===== src/rtl/sign_mag_conv_serial_pkg.sv =====
// Shared constants and helpers for the serial two's-complement / sign-magnitude converter.
package sign_mag_pkg;

   // Conversion direction, sampled together with the source word
   localparam logic MODE_2C_TO_SM = 1'b0;
   localparam logic MODE_SM_TO_2C = 1'b1;

   // Controller states, 2-bit legacy-compatible encoding
   typedef logic [1:0] state_t;
   localparam state_t ST_IDLE = 2'd0;
   localparam state_t ST_RUN  = 2'd1;
   localparam state_t ST_DONE = 2'd2;

   // Number of chunk cycles needed to cover a magnitude of 'a' bits, 'b' bits at a time
   function automatic int unsigned ceil_div(input int unsigned a, input int unsigned b);
      return (a + b - 1) / b;
   endfunction

endpackage


===== src/rtl/sign_mag_conv_serial_slice.sv =====
// One chunk of the conditional-invert-plus-increment ripple: each bit is a half
// adder fed by a_i ^ sign. Masked-off bits output 0 and pass the carry through untouched.
module cond_inc_slice #(
   parameter int unsigned CHUNK = 1
) (
   input  logic [CHUNK-1:0] a_i,
   input  logic             sign_i,
   input  logic             carry_i,
   input  logic [CHUNK-1:0] mask_i,
   output logic [CHUNK-1:0] out_o,
   output logic             carry_o
);

   logic [CHUNK:0] c;

   assign c[0] = carry_i;

   for (genvar i = 0; i < CHUNK; i++) begin : g_bit
      logic t;
      assign t          = a_i[i] ^ sign_i;
      // half adder: sum = t ^ c, carry = t & c
      assign out_o[i]   = mask_i[i] & (t ^ c[i]);
      assign c[i+1]     = mask_i[i] ? (t & c[i]) : c[i];
   end

   assign carry_o = c[CHUNK];

endmodule


===== src/rtl/sign_mag_conv_serial.sv =====
// Multi-cycle WIDTH-bit converter between two's complement and sign-magnitude,
// CHUNK magnitude bits per clock, with valid/ready handshakes on both sides.
module sign_mag_conv_serial
   import sign_mag_pkg::*;
#(
   parameter int unsigned WIDTH = 8,
   parameter int unsigned CHUNK = 1
) (
   input  logic             clk,
   input  logic             rst,
   input  logic             in_valid,
   output logic             in_ready,
   input  logic             mode,
   input  logic [WIDTH-1:0] din,
   output logic             out_valid,
   input  logic             out_ready,
   output logic [WIDTH-1:0] dout,
   output logic             ovr,
   output logic             negz,
   output logic             busy
);

   localparam int unsigned M  = WIDTH - 1;           // magnitude bits
   localparam int unsigned N  = ceil_div(M, CHUNK);  // RUN cycles
   localparam int unsigned P  = N * CHUNK;           // padded magnitude register
   localparam int unsigned CW = $clog2(N + 1);

   state_t           state_q, state_d;
   logic             mode_q, mode_d;
   logic             sign_q, sign_d;
   logic             carry_q, carry_d;
   logic [CW-1:0]    cnt_q, cnt_d;
   logic [P-1:0]     mag_q, mag_d;
   logic [WIDTH-1:0] dout_q, dout_d;
   logic             ovr_q, ovr_d;
   logic             negz_q, negz_d;

   logic [CHUNK-1:0]   mask_w;
   logic [CHUNK-1:0]   slice_out_w;
   logic               slice_carry_w;
   logic [P+CHUNK-1:0] rot_w;
   logic [P-1:0]       mag_next_w;
   logic               last_w;

   // Valid-bit mask: slice bits past the top magnitude bit are ignored
   always_comb begin
      mask_w = '0;
      for (int unsigned j = 0; j < CHUNK; j++) begin
         mask_w[j] = ((32'(cnt_q) * CHUNK) + j) < M;
      end
   end

   cond_inc_slice #(
      .CHUNK (CHUNK)
   ) u_slice (
      .a_i     (mag_q[CHUNK-1:0]),
      .sign_i  (sign_q),
      .carry_i (carry_q),
      .mask_i  (mask_w),
      .out_o   (slice_out_w),
      .carry_o (slice_carry_w)
   );

   // Results enter at the top while the source shifts out of the bottom; after N
   // chunk rotations the register holds the converted magnitude in place.
   assign rot_w      = {slice_out_w, mag_q};
   assign mag_next_w = rot_w[P+CHUNK-1:CHUNK];
   assign last_w     = (cnt_q == CW'(N - 1));

   // Next-state and datapath control
   always_comb begin
      state_d = state_q;
      mode_d  = mode_q;
      sign_d  = sign_q;
      carry_d = carry_q;
      cnt_d   = cnt_q;
      mag_d   = mag_q;
      dout_d  = dout_q;
      ovr_d   = ovr_q;
      negz_d  = negz_q;
      case (state_q)
         ST_IDLE: begin
            if (in_valid && in_ready) begin
               mode_d       = mode;
               sign_d       = din[WIDTH-1];
               carry_d      = din[WIDTH-1];
               cnt_d        = '0;
               mag_d        = '0;
               mag_d[M-1:0] = din[M-1:0];
               state_d      = ST_RUN;
            end
         end
         ST_RUN: begin
            mag_d   = mag_next_w;
            carry_d = slice_carry_w;
            cnt_d   = cnt_q + CW'(1);
            if (last_w) begin
               state_d = ST_DONE;
               if (mode_q == MODE_2C_TO_SM) begin
                  dout_d = {sign_q, mag_next_w[M-1:0]};
                  ovr_d  = sign_q & slice_carry_w;
                  negz_d = 1'b0;
               end else begin
                  dout_d = {sign_q & ~slice_carry_w, mag_next_w[M-1:0]};
                  ovr_d  = 1'b0;
                  negz_d = sign_q & slice_carry_w;
               end
            end
         end
         ST_DONE: begin
            if (out_ready) begin
               state_d = ST_IDLE;
            end
         end
         default: begin
            state_d = ST_IDLE;
         end
      endcase
   end

   // State and result registers, cleared asynchronously
   always_ff @(posedge clk or posedge rst) begin
      if (rst) begin
         state_q <= ST_IDLE;
         mode_q  <= 1'b0;
         sign_q  <= 1'b0;
         carry_q <= 1'b0;
         cnt_q   <= '0;
         mag_q   <= '0;
         dout_q  <= '0;
         ovr_q   <= 1'b0;
         negz_q  <= 1'b0;
      end else begin
         state_q <= state_d;
         mode_q  <= mode_d;
         sign_q  <= sign_d;
         carry_q <= carry_d;
         cnt_q   <= cnt_d;
         mag_q   <= mag_d;
         dout_q  <= dout_d;
         ovr_q   <= ovr_d;
         negz_q  <= negz_d;
      end
   end

   assign in_ready  = (state_q == ST_IDLE) & ~rst;
   assign out_valid = (state_q == ST_DONE);
   assign busy      = (state_q == ST_RUN) | (state_q == ST_DONE);
   assign dout      = dout_q;
   assign ovr       = ovr_q;
   assign negz      = negz_q;

endmodule


===== config.mk =====
export PLATFORM = sky130hd
export DESIGN_NAME = sign_mag_conv_serial
export DESIGN_NICKNAME = d
export VERILOG_FILES = /design/src/rtl/sign_mag_conv_serial_pkg.sv /design/src/rtl/sign_mag_conv_serial_slice.sv /design/src/rtl/sign_mag_conv_serial.sv
export SDC_FILE = /design/constraint.sdc
export NUM_CORES = 1
export LEC_CHECK = 0
export BUFFER_PORTS_ARGS = -buffer_cell sky130_fd_sc_hd__buf_4
export CORE_MARGIN = 5
export CORE_UTILIZATION = 55
export DETAILED_ROUTE_END_ITERATION = 12
export GPL_TIMING_DRIVEN = 0
export PLACE_DENSITY = 0.85
export SLEW_MARGIN = 10
export SYNTH_ARGS = -nofsm -noshare
export SYNTH_HDL_FRONTEND = slang
export SYNTH_SLANG_ARGS = --single-unit

===== constraint.sdc =====
create_clock -name clk -period 4.6 [get_ports clk]
set_clock_uncertainty 0.05 [all_clocks]
set_input_delay 1.38 -clock clk [delete_from_list [all_inputs] [get_ports clk]]
set_output_delay 1.38 -clock clk [all_outputs]
set_load 0.05 [all_outputs]

After elaboration in Yosys (flattened, before gate mapping):

Index checks and enable logic that the tools add are counted.

* register bits after elaboration: 25
* bits in latches: 0
* bits in writable memories: 0
* ROM bits: 0
* input port bits: 13
* output and inout port bits: 13
* logic and storage cells: 48
* memories: 0

* add/sub/neg operators: 1
* multipliers: 0
* divide/modulo/power cells: 0
* order comparisons: 1
* equality and inequality tests: 6
* shift-type cells: 0
* multiplexer cells: 14
* bitwise gates (word level): 10
* reduce and logical (&&, ||, !) cells: 7

Operators with widths (count)
* 7-bit case mux with 2 select lines: 1
* 8-bit 2-to-1 mux: 1
* 7-bit 2-to-1 mux: 1
* 2-bit 2-to-1 mux: 3
* 2-bit case mux with 3 select lines: 1
* 3-bit case mux with 2 select lines: 1
* 2-bit AND reduction: 3
* 1-bit bitwise AND: 5
* 1-bit 2-to-1 mux: 4
* 2-bit inequality test, second input constant: 2
* 3-bit by 1-bit adder with 3-bit output, second input constant: 1
* 3-bit equality test, second input constant: 1
* 3-bit less-than comparator, second input constant: 1
* 3-bit 2-to-1 mux: 1
* 3-bit AND reduction: 1
* 2-bit by 1-bit equality test with 1-bit output, second input constant: 1
* 2-bit equality test, second input constant: 1
* 2-bit logical NOT: 1
* 2-bit by 1-bit inequality test with 1-bit output, second input constant: 1
* 1-bit inverter: 2
* 1-bit case mux with 2 select lines: 1
* 2-bit nonzero test: 1
* 1-bit bitwise XOR: 2
* 1-bit logical AND: 1
* 1-bit bitwise OR: 1

Depth between registers and ports, before layout:

Gate-level depths: netlist of run 1.

* word-level depth: 6
* depth in mapped cells: 7
* mapped depth without buffers: 5

By module:

A second synthesis of run 1 with hierarchy kept.

* cells, all modules: 103
* area, all modules: 1320.0 um2

By module, submodules not included
* sign_mag_conv_serial: times used 1, cells an instance 99, area an instance 1276.2 um2, seq. area each 625.6 um2
* cond_inc_slice: times used 1, cells an instance 4, area an instance 43.8 um2, seq. area each 0.0 um2

Worst setup path after synthesis of run 1:

OpenSTA, ideal clock, no wires.

* path kind: input -> output
* start: input rst
* end: output in_ready
* arrival time: 2.025 ns
* setup slack: 1.145 ns
* stages on the path: 1
* path buffers: 0
* cells stage by stage: nor2_1

* cells in the longest elaborated chain, start to end: 2

Ends and longest elaborated chain
* start: declaration: RTL line sign_mag_conv_serial.sv:10 `input logic rst,`
* 1-bit inverter: RTL line sign_mag_conv_serial.sv:146 `assign in_ready = (state_q == ST_IDLE) & ~rst;`
* 1-bit bitwise AND: RTL line sign_mag_conv_serial.sv:146
* end: declaration: RTL line sign_mag_conv_serial.sv:12 `output logic in_ready,`

No other way between the ends.

Worst setup path after layout of run 1:

Ends and elaborated chain as after synthesis.

==> impl_metrics.toml, run 1 <==
[outcome]
status = "complete, no violations"

[sta]
rsz0062_at_grt = "false"
period_needed_ns = 3.22
fmax_mhz = 310
finalCritPeriodShare = 0.700
finalSetupTns_ns = 0
hold-worst-slack_ns = 0.458
worst_pin_slew_ns = 0.910
final-setup-viol-count = 0
slew_viol_final = 0
slew-limit-headroom = 0.393
finalHoldViolCount = 0

[yosys]
syn-num-nets = 128
synth.area.top_cells = "dfrtp_1, mux2_4, mux2_1"
synth_warnings = 0
syn_area_mm2 = 0.00134
synthCells = 108
syn_avg_cell_area_um2 = 12.4
synthDistinctLibCells = 35
synth_edf_count = 0
yosys.area.top_type_share = 0.468
yosys.area.top_type = "dfrtp_1"
synthArstFlopShare = 1.00
synth-seq-cells = 25
ys_seq_area_frac = 0.468
synth_flop_cell = "dfrtp_1"

[layout]
area_delta_synth_final_pct = 18.7
layout-drive-gt1-share = 0.380
final_core_utilization = 0.697
design_area_mm2 = 0.00159
final_common_cell = "buf_4"
nNetsFinal = 158
final_cell_mix = "buf_4, dfrtp_1, mux2_1"
layout.cells.non_filler = 165
insertedDiodeCount = 0

[cts]
cts_resized = 0
root_buffer = "clkbuf_4"
ctsHtreeMaxLevel = 1
insertion_delay_ns = 0.32
postCtsSetupBuffers = 0
path_clk_slew_ns = 0.13
tritoncts = "yes"
clk_path_buf_depth = 2
hold_buffers = 0
numCtsBuffers = 3
cts_sinks = 25

[worst_setup_path]
cp-end-kind = "primary output"
worstPathMaxFanout = 5
crit_type = "input pin to primary output"
cp-start-kind = "input pin"
crit_required_ns = 3.17
arrival_ns = 1.79

[power]
clock_power_share = 0.085
p_int_mw = 0.647
leakage_nw = 0.805
power_density_mw_per_mm2 = 720
p_seq_frac = 0.341
p_comb_frac = 0.573
p_switching_mw = 0.495
vdd_drop_max_mv = 0.507
netSwitchingFraction = 0.434

[placed_design]
gp_congestion = 0.759
hpwl_mm = 1.94
io_buffer_count = 25
dp.cells = 161
dpl_cell_area_mm2 = 0.00156

[grt]
grt_max_degree = 26
grt_pass1_vias = 939
antenna_found_initial = 0
grt-ovfl-total = 0
grt_pass1_wl_mm = 4.15
track_usage = 0.158

[route]
dr.pass1.iters = 4
vias = 914
ant_nets = 0
initialDrtViolationCount = 20
wl_per_cell_um = 14.9
totalWireLength_mm = 2.46
drc = 0
routed_via_density = 5.54

[min_path]
hp-class = "register to register"

[job]
drv_cap = 0

[die]
floorplan.initialDensity = 0.587
die_area_mm2 = 0.00352
core_area_mm2 = 0.00228
ios = 26
die_w_um = 59.3
fp-row-count = 17
fp.dieH_um = 59.3
final cells by class:
class / count / area, um^2
plain buffers: 4 / 22.5
clock buffers: 3 / 22.5
clock inverters: 1 / 5.00
fillers: 180 / 689
inverters: 7 / 26.3
multi-input cells: 72 / 662
flip-flops and latches: 25 / 626
well taps: 28 / 35.0
repair buffers: 25 / 188
cell usage after synthesis, types with 2 or more instances:
library cell,number
buf_2,3
o21ai_1,3
mux2_1,8
nand2b_1,2
dfrtp_1,25
nand3_2,2
nand2_1,7
mux2i_1,2
nor2b_1,2
mux2_2,6
mux2_4,7
nor3_1,2
ha_1,7
a31oi_1,2
a21oi_1,2
inv_1,6
nor2_1,4
final timing paths:
check,endpoint,start,slack [ns],cells after the start
min reg2reg,dout[6],dout[6],0.46,2
max,in_ready,rst,1.38,3
min in group asynchronous,dout[1],rst,1.23,2
max in group asynchronous,mag_q[6],rst,2.72,2
min,dout[6],dout[6],0.46,2
max reg2reg,mag_q[0],state_q[0],2.84,4
metrics by stage:
stage / worst slack, ns / power, mW
floorplan: 1.15 / 0.901
global placement: 1.38 / 1.02
detailed placement: 1.37 / 1.06
CTS: 1.37 / 1.16
global route: 1.31 / 1.23
finish: 1.38 / 1.14
cells by family after synthesis:
| group | synth area share |
|---|---|
| adders and majority gates | 0.0655 |
| DFF | 0.468 |
| xor gates and xnor gates | 0.00656 |
| muxes | 0.228 |
| buffers and inverters | 0.0365 |
| AOI/OAI and AO/OA | 0.105 |
| and+or+nand+nor | 0.0899 |
registers in the layout (all words and copies together) (netlist names):
register,count
cnt_q,3
mode_q,1
negz,1
state_q,2
carry_q,1
ovr,1
mag_q,7
sign_q,1
dout,8
worst max-delay path, cell delays in order:
cell and delay [ns]:
buf_4 0.13, nor2_1 0.08, buf_4 0.20
power groups by stage:
stage	sequential [mW]	combinational, mW	clock, mW
6_report	0.390	0.655	0.0976
5_1_grt	0.403	0.712	0.111
4_1_cts	0.391	0.663	0.102
3_5_place_dp	0.397	0.658	0
3_3_place_gp	0.387	0.637	0
2_1_floorplan	0.473	0.428	0
per-layer routing:
layer  share of wire  global-route usage
met3           0.034              0.0261
met2            0.53               0.292
met5               0                   0
met1            0.42               0.179
met4           0.012              0.0615
(Power assumes the default switching activity.)
==> inputs of run 2 (changes only) <==
--- a/config.mk
+++ b/config.mk
@@ -7,10 +7,10 @@
 export LEC_CHECK = 0
 export BUFFER_PORTS_ARGS = -buffer_cell sky130_fd_sc_hd__buf_4
 export CORE_MARGIN = 5
-export CORE_UTILIZATION = 55
+export CORE_UTILIZATION = 54
 export DETAILED_ROUTE_END_ITERATION = 12
 export GPL_TIMING_DRIVEN = 0
-export PLACE_DENSITY = 0.85
+export PLACE_DENSITY = 0.83
 export SLEW_MARGIN = 10
 export SYNTH_ARGS = -nofsm -noshare
 export SYNTH_HDL_FRONTEND = slang
==> constraint.sdc (replaced) <==
create_clock -name clk -period 3.05 [get_ports clk]
set_clock_uncertainty 0.05 [all_clocks]
set_input_delay 0.915 -clock clk [delete_from_list [all_inputs] [get_ports clk]]
set_output_delay 0.915 -clock clk [all_outputs]
set_load 0.05 [all_outputs]
==> impl_metrics.toml, run 2 (synthesis results as in run 1) <==
[die]
die_w_um = 59.7
ios = 26
floorplan.initialDensity = 0.549
fp.dieH_um = 59.7
die_area_mm2 = 0.00357
core_area_mm2 = 0.00243
fp-row-count = 18

[placed_design]
io_buffer_count = 25
hpwl_mm = 1.86
pre_cts_ws_ns = 0.758
gp_congestion = 0.777

[worst_setup_path]
crit_required_ns = 2.08
arrival_ns = 1.70
critPathMaxStageDelay_ns = 0.41
endpoint = "in_ready"
cp-start-kind = "register"
crit_buf_inv = 4
crit_type = "register to primary output"
r2r_cells = 6
worstPathMaxFanout = 10
worst_path_max_delay_cell = "dfrtp_1"
path_cells = "inv_1, ha_1, buf_2, inv_2, nor2_1, buf_4"
critical-path-top-delay-family = "buffers and inverters"
cp.depth = 6
r2r_start = "state_q[1]"
rr_endpoint = "dout[0]"
cp-end-kind = "primary output"
worstSetupStartpoint = "state_q[1]"
r2r_slack_ns = 1.30

[route]
routed_via_density = 5.41
dr.pass1.iters = 4
ant_nets = 0
initialDrtViolationCount = 16
totalWireLength_mm = 2.43
vias = 904
drc = 0
wl_per_cell_um = 14.5

[grt]
antenna_found_initial = 0
grt_pass1_wl_mm = 3.84
grt_pass1_vias = 876
track_usage = 0.146
grt-ovfl-total = 0
grt_max_degree = 26

[sta]
slew-limit-headroom = 0.366
worst_pin_slew_ns = 0.950
finalSetupTns_ns = 0
finalCritPeriodShare = 0.873
slew_viol_final = 0
period_needed_ns = 2.66
final-setup-viol-count = 0
fmax_mhz = 376
finalHoldViolCount = 0
setup_ws_ns = 0.387
rsz0062_at_grt = "false"

[layout]
final_common_cell = "buf_4"
largest_reg_flops = 8
seq_area_um2 = 626
num-fill-cells = 193
area_delta_synth_final_pct = 19.1
multiInputGateArea_um2 = 662
final_cell_mix = "buf_4, dfrtp_1, mux2_1"
insertedDiodeCount = 0
nNetsFinal = 158
final_core_utilization = 0.654
layout-drive-gt1-share = 0.380

[cts]
clk_path_buf_depth = 2
ctsHtreeMaxLevel = 1
hold_buffers = 0
numCtsBuffers = 3
root_buffer = "clkbuf_4"
postCtsSetupBuffers = 0
cts_resized = 0
insertion_delay_ns = 0.32
tritoncts = "yes"
path_clk_slew_ns = 0.14
cts_sinks = 25

[power]
leakage_nw = 0.802
power_density_mw_per_mm2 = 1080
vdd_drop_max_mv = 0.637

[min_path]
hp-class = "register to register"
hold_depth = 1

[outcome]
status = "complete, no violations"

[job]
drv_cap = 0
## run 2: changes by cell type in the layout (fill, tap and decap cells not counted)
| cell | delta |
|---|---|
| clkinv_2 | -1 |
| clkinvlp_4 | +1 |
## run 2: metrics by stage
step / instances / area, um^2 / total power [mW] / hold WS (ns)
final: 167 / 1590 / 1.72 / 0.461
after global routing: 167 / 1590 / 1.83 / 0.486
after detailed placement: 163 / 1560 / 1.58 / 0.433
after global placement: 163 / 1560 / 1.55 / 0.418
after floorplan: 108 / 1340 / 1.36 / 0.421
after CTS: 167 / 1590 / 1.74 / 0.465
## run 2: power breakdown
group	internal [mW]	switching [mW]	leakage, nW
registers	0.472	0.112	0.318
clock network	0.0502	0.104	0.0139
logic	0.453	0.529	0.470
## run 2: layer usage
layer | track usage | vias up | share of wire
li1 | - | 443 | -
met1 | 0.170 | 440 | 0.43
met2 | 0.252 | 16 | 0.52
met3 | 0.0281 | 5 | 0.034
met4 | 0.0759 | 0 | 0.018
met5 | 0 | - | 0
## run 2: worst min path at each step
stage / startpoint / to / slack, ns
final: dout[3] / dout[3] / 0.46
after global routing: dout[4] / dout[4] / 0.49
after CTS: dout[3] / dout[3] / 0.46
after global placement: dout[5] / dout[5] / 0.42
after detailed placement: dout[3] / dout[3] / 0.43
after floorplan: mode_q / dout[7] / 0.42
## run 2: area by class of cell
type | instances | share of cell area
Multi-Input combinational cell | 72 | 0.416
Sequential cell | 25 | 0.393
Timing Repair Buffer | 25 | 0.118
Tap cell | 30 | 0.0236
Inverter | 7 | 0.0165
Clock buffer | 3 | 0.0142
Buffer | 4 | 0.0142
Clock inverter | 1 | 0.00472
==> inputs of run 3 (changes only) <==
--- a/config.mk
+++ b/config.mk
@@ -7,10 +7,10 @@
 export LEC_CHECK = 0
 export BUFFER_PORTS_ARGS = -buffer_cell sky130_fd_sc_hd__buf_4
 export CORE_MARGIN = 5
-export CORE_UTILIZATION = 54
+export CORE_UTILIZATION = 30
 export DETAILED_ROUTE_END_ITERATION = 12
 export GPL_TIMING_DRIVEN = 0
-export PLACE_DENSITY = 0.83
+export PLACE_DENSITY = 0.54
 export SLEW_MARGIN = 10
 export SYNTH_ARGS = -nofsm -noshare
 export SYNTH_HDL_FRONTEND = slang
==> impl_metrics.toml, run 3 (synthesis results as in run 1) <==
[layout]
final_core_utilization = 0.378
multiInputGateArea_um2 = 662
layout-drive-gt1-share = 0.380
final_cell_mix = "buf_4, dfrtp_1, mux2_1"
num-fill-cells = 441
nNetsFinal = 158
final_common_cell = "buf_4"
insertedDiodeCount = 0
seq_area_um2 = 626
largest_reg_flops = 8
area_delta_synth_final_pct = 22.4

[die]
fp.dieH_um = 76.7
ios = 26
floorplan.initialDensity = 0.309
die_w_um = 76.7
die_area_mm2 = 0.00589
fp-row-count = 24
core_area_mm2 = 0.00432

[route]
ant_nets = 0
totalWireLength_mm = 2.70
wl_met2_mm = 1.38
routed_via_density = 4.78
wl_per_cell_um = 14.3
dr.pass1.iters = 3
initialDrtViolationCount = 23
m1WireLength_mm = 1.17
top_layer_used = "met4"
vias = 903
wl_met3_um = 135
drc = 0

[power]
power_density_mw_per_mm2 = 1090
netSwitchingFraction = 0.428
p_int_mw = 1.02
p_switching_mw = 0.763
clock_power_share = 0.112
vdd_drop_max_mv = 0.517
p_seq_frac = 0.331
p_comb_frac = 0.558
leakage_nw = 0.813

[grt]
grt_max_degree = 26
grt-ovfl-total = 0
antenna_found_initial = 0
grt_pass1_wl_mm = 4.62
grt_pass1_vias = 980
track_usage = 0.0956

[sta]
final-setup-viol-count = 0
fmax_mhz = 382
rsz0062_at_grt = "false"
slew_viol_final = 0
period_needed_ns = 2.62
finalSetupTns_ns = 0
finalCritPeriodShare = 0.858
worst_pin_slew_ns = 0.974
slew-limit-headroom = 0.350
hold-worst-slack_ns = 0.444
finalHoldViolCount = 0

[worst_setup_path]
crit_type = "register to primary output"
crit_required_ns = 2.08
cp-start-kind = "register"
arrival_ns = 1.65
r2r_cells = 4
worstPathMaxFanout = 10
cp-end-kind = "primary output"
r2r_slack_ns = 1.27

[cts]
numCtsBuffers = 3
hold_buffers = 0
postCtsSetupBuffers = 0
cts_sinks = 25
ctsHtreeMaxLevel = 1
tritoncts = "yes"
insertion_delay_ns = 0.27
path_clk_slew_ns = 0.09
cts_resized = 0
root_buffer = "clkbuf_8"
clk_path_buf_depth = 2

[min_path]
hold_depth = 2
hp-class = "register to register"

[placed_design]
io_buffer_count = 25
gp_congestion = 0.769
hpwl_mm = 2.06

[outcome]
status = "complete, no violations"

[job]
drv_cap = 0
[run 3: layer usage]
| layer | track usage | vias to the layer above |
|---|---|---|
| met2 | 0.167 | 17 |
| met4 | 0.0175 | 0 |
| met3 | 0.0375 | 2 |
| li1 | - | 441 |
| met5 | 0 | - |
| met1 | 0.110 | 443 |
[run 3: cell type report]
cell class | count | area share
Multi-Input combinational cell | 72 | 0.405
Sequential cell | 25 | 0.383
Timing Repair Buffer | 25 | 0.115
Tap cell | 52 | 0.0398
Clock buffer | 3 | 0.0252
Inverter | 7 | 0.0161
Buffer | 4 | 0.0138
Clock inverter | 1 | 0.00306
[run 3: per-stage QoR]
| stage | worst slack, ns | std cells | cell area, um^2 | power, mW |
|---|---|---|---|---|
| global placement | 0.723 | 185 | 1590 | 1.56 |
| floorplan | 0.470 | 108 | 1340 | 1.36 |
| global route | 0.273 | 189 | 1640 | 1.91 |
| CTS | 0.404 | 189 | 1640 | 1.81 |
| detailed placement | 0.719 | 185 | 1590 | 1.60 |
| finish | 0.433 | 189 | 1640 | 1.78 |
[run 3: final timing paths]
path	start	to
max	state_q[0]	in_ready
min	dout[5]	dout[5]
max reg2reg	state_q[0]	mag_q[4]
min reg2reg	dout[5]	dout[5]
max in group asynchronous	rst	cnt_q[1]
min in group asynchronous	rst	carry_q
[run 3: critical path: stages (launching register included)]
cell and delay [ns]:
dfrtp_1 0.41, inv_1 0.11, ha_1 0.25, buf_2 0.24
inv_2 0.08, nor2_1 0.10, buf_4 0.20
[run 3: power groups by stage]
stage          sequential (mW)  clock [mW]  combinational [mW]
3_5_place_dp             0.599           0                1.00
6_report                 0.589       0.199               0.993
3_3_place_gp             0.585           0               0.980
2_1_floorplan            0.713           0               0.646
4_1_cts                  0.591       0.207                1.01
5_1_grt                  0.610       0.222                1.08
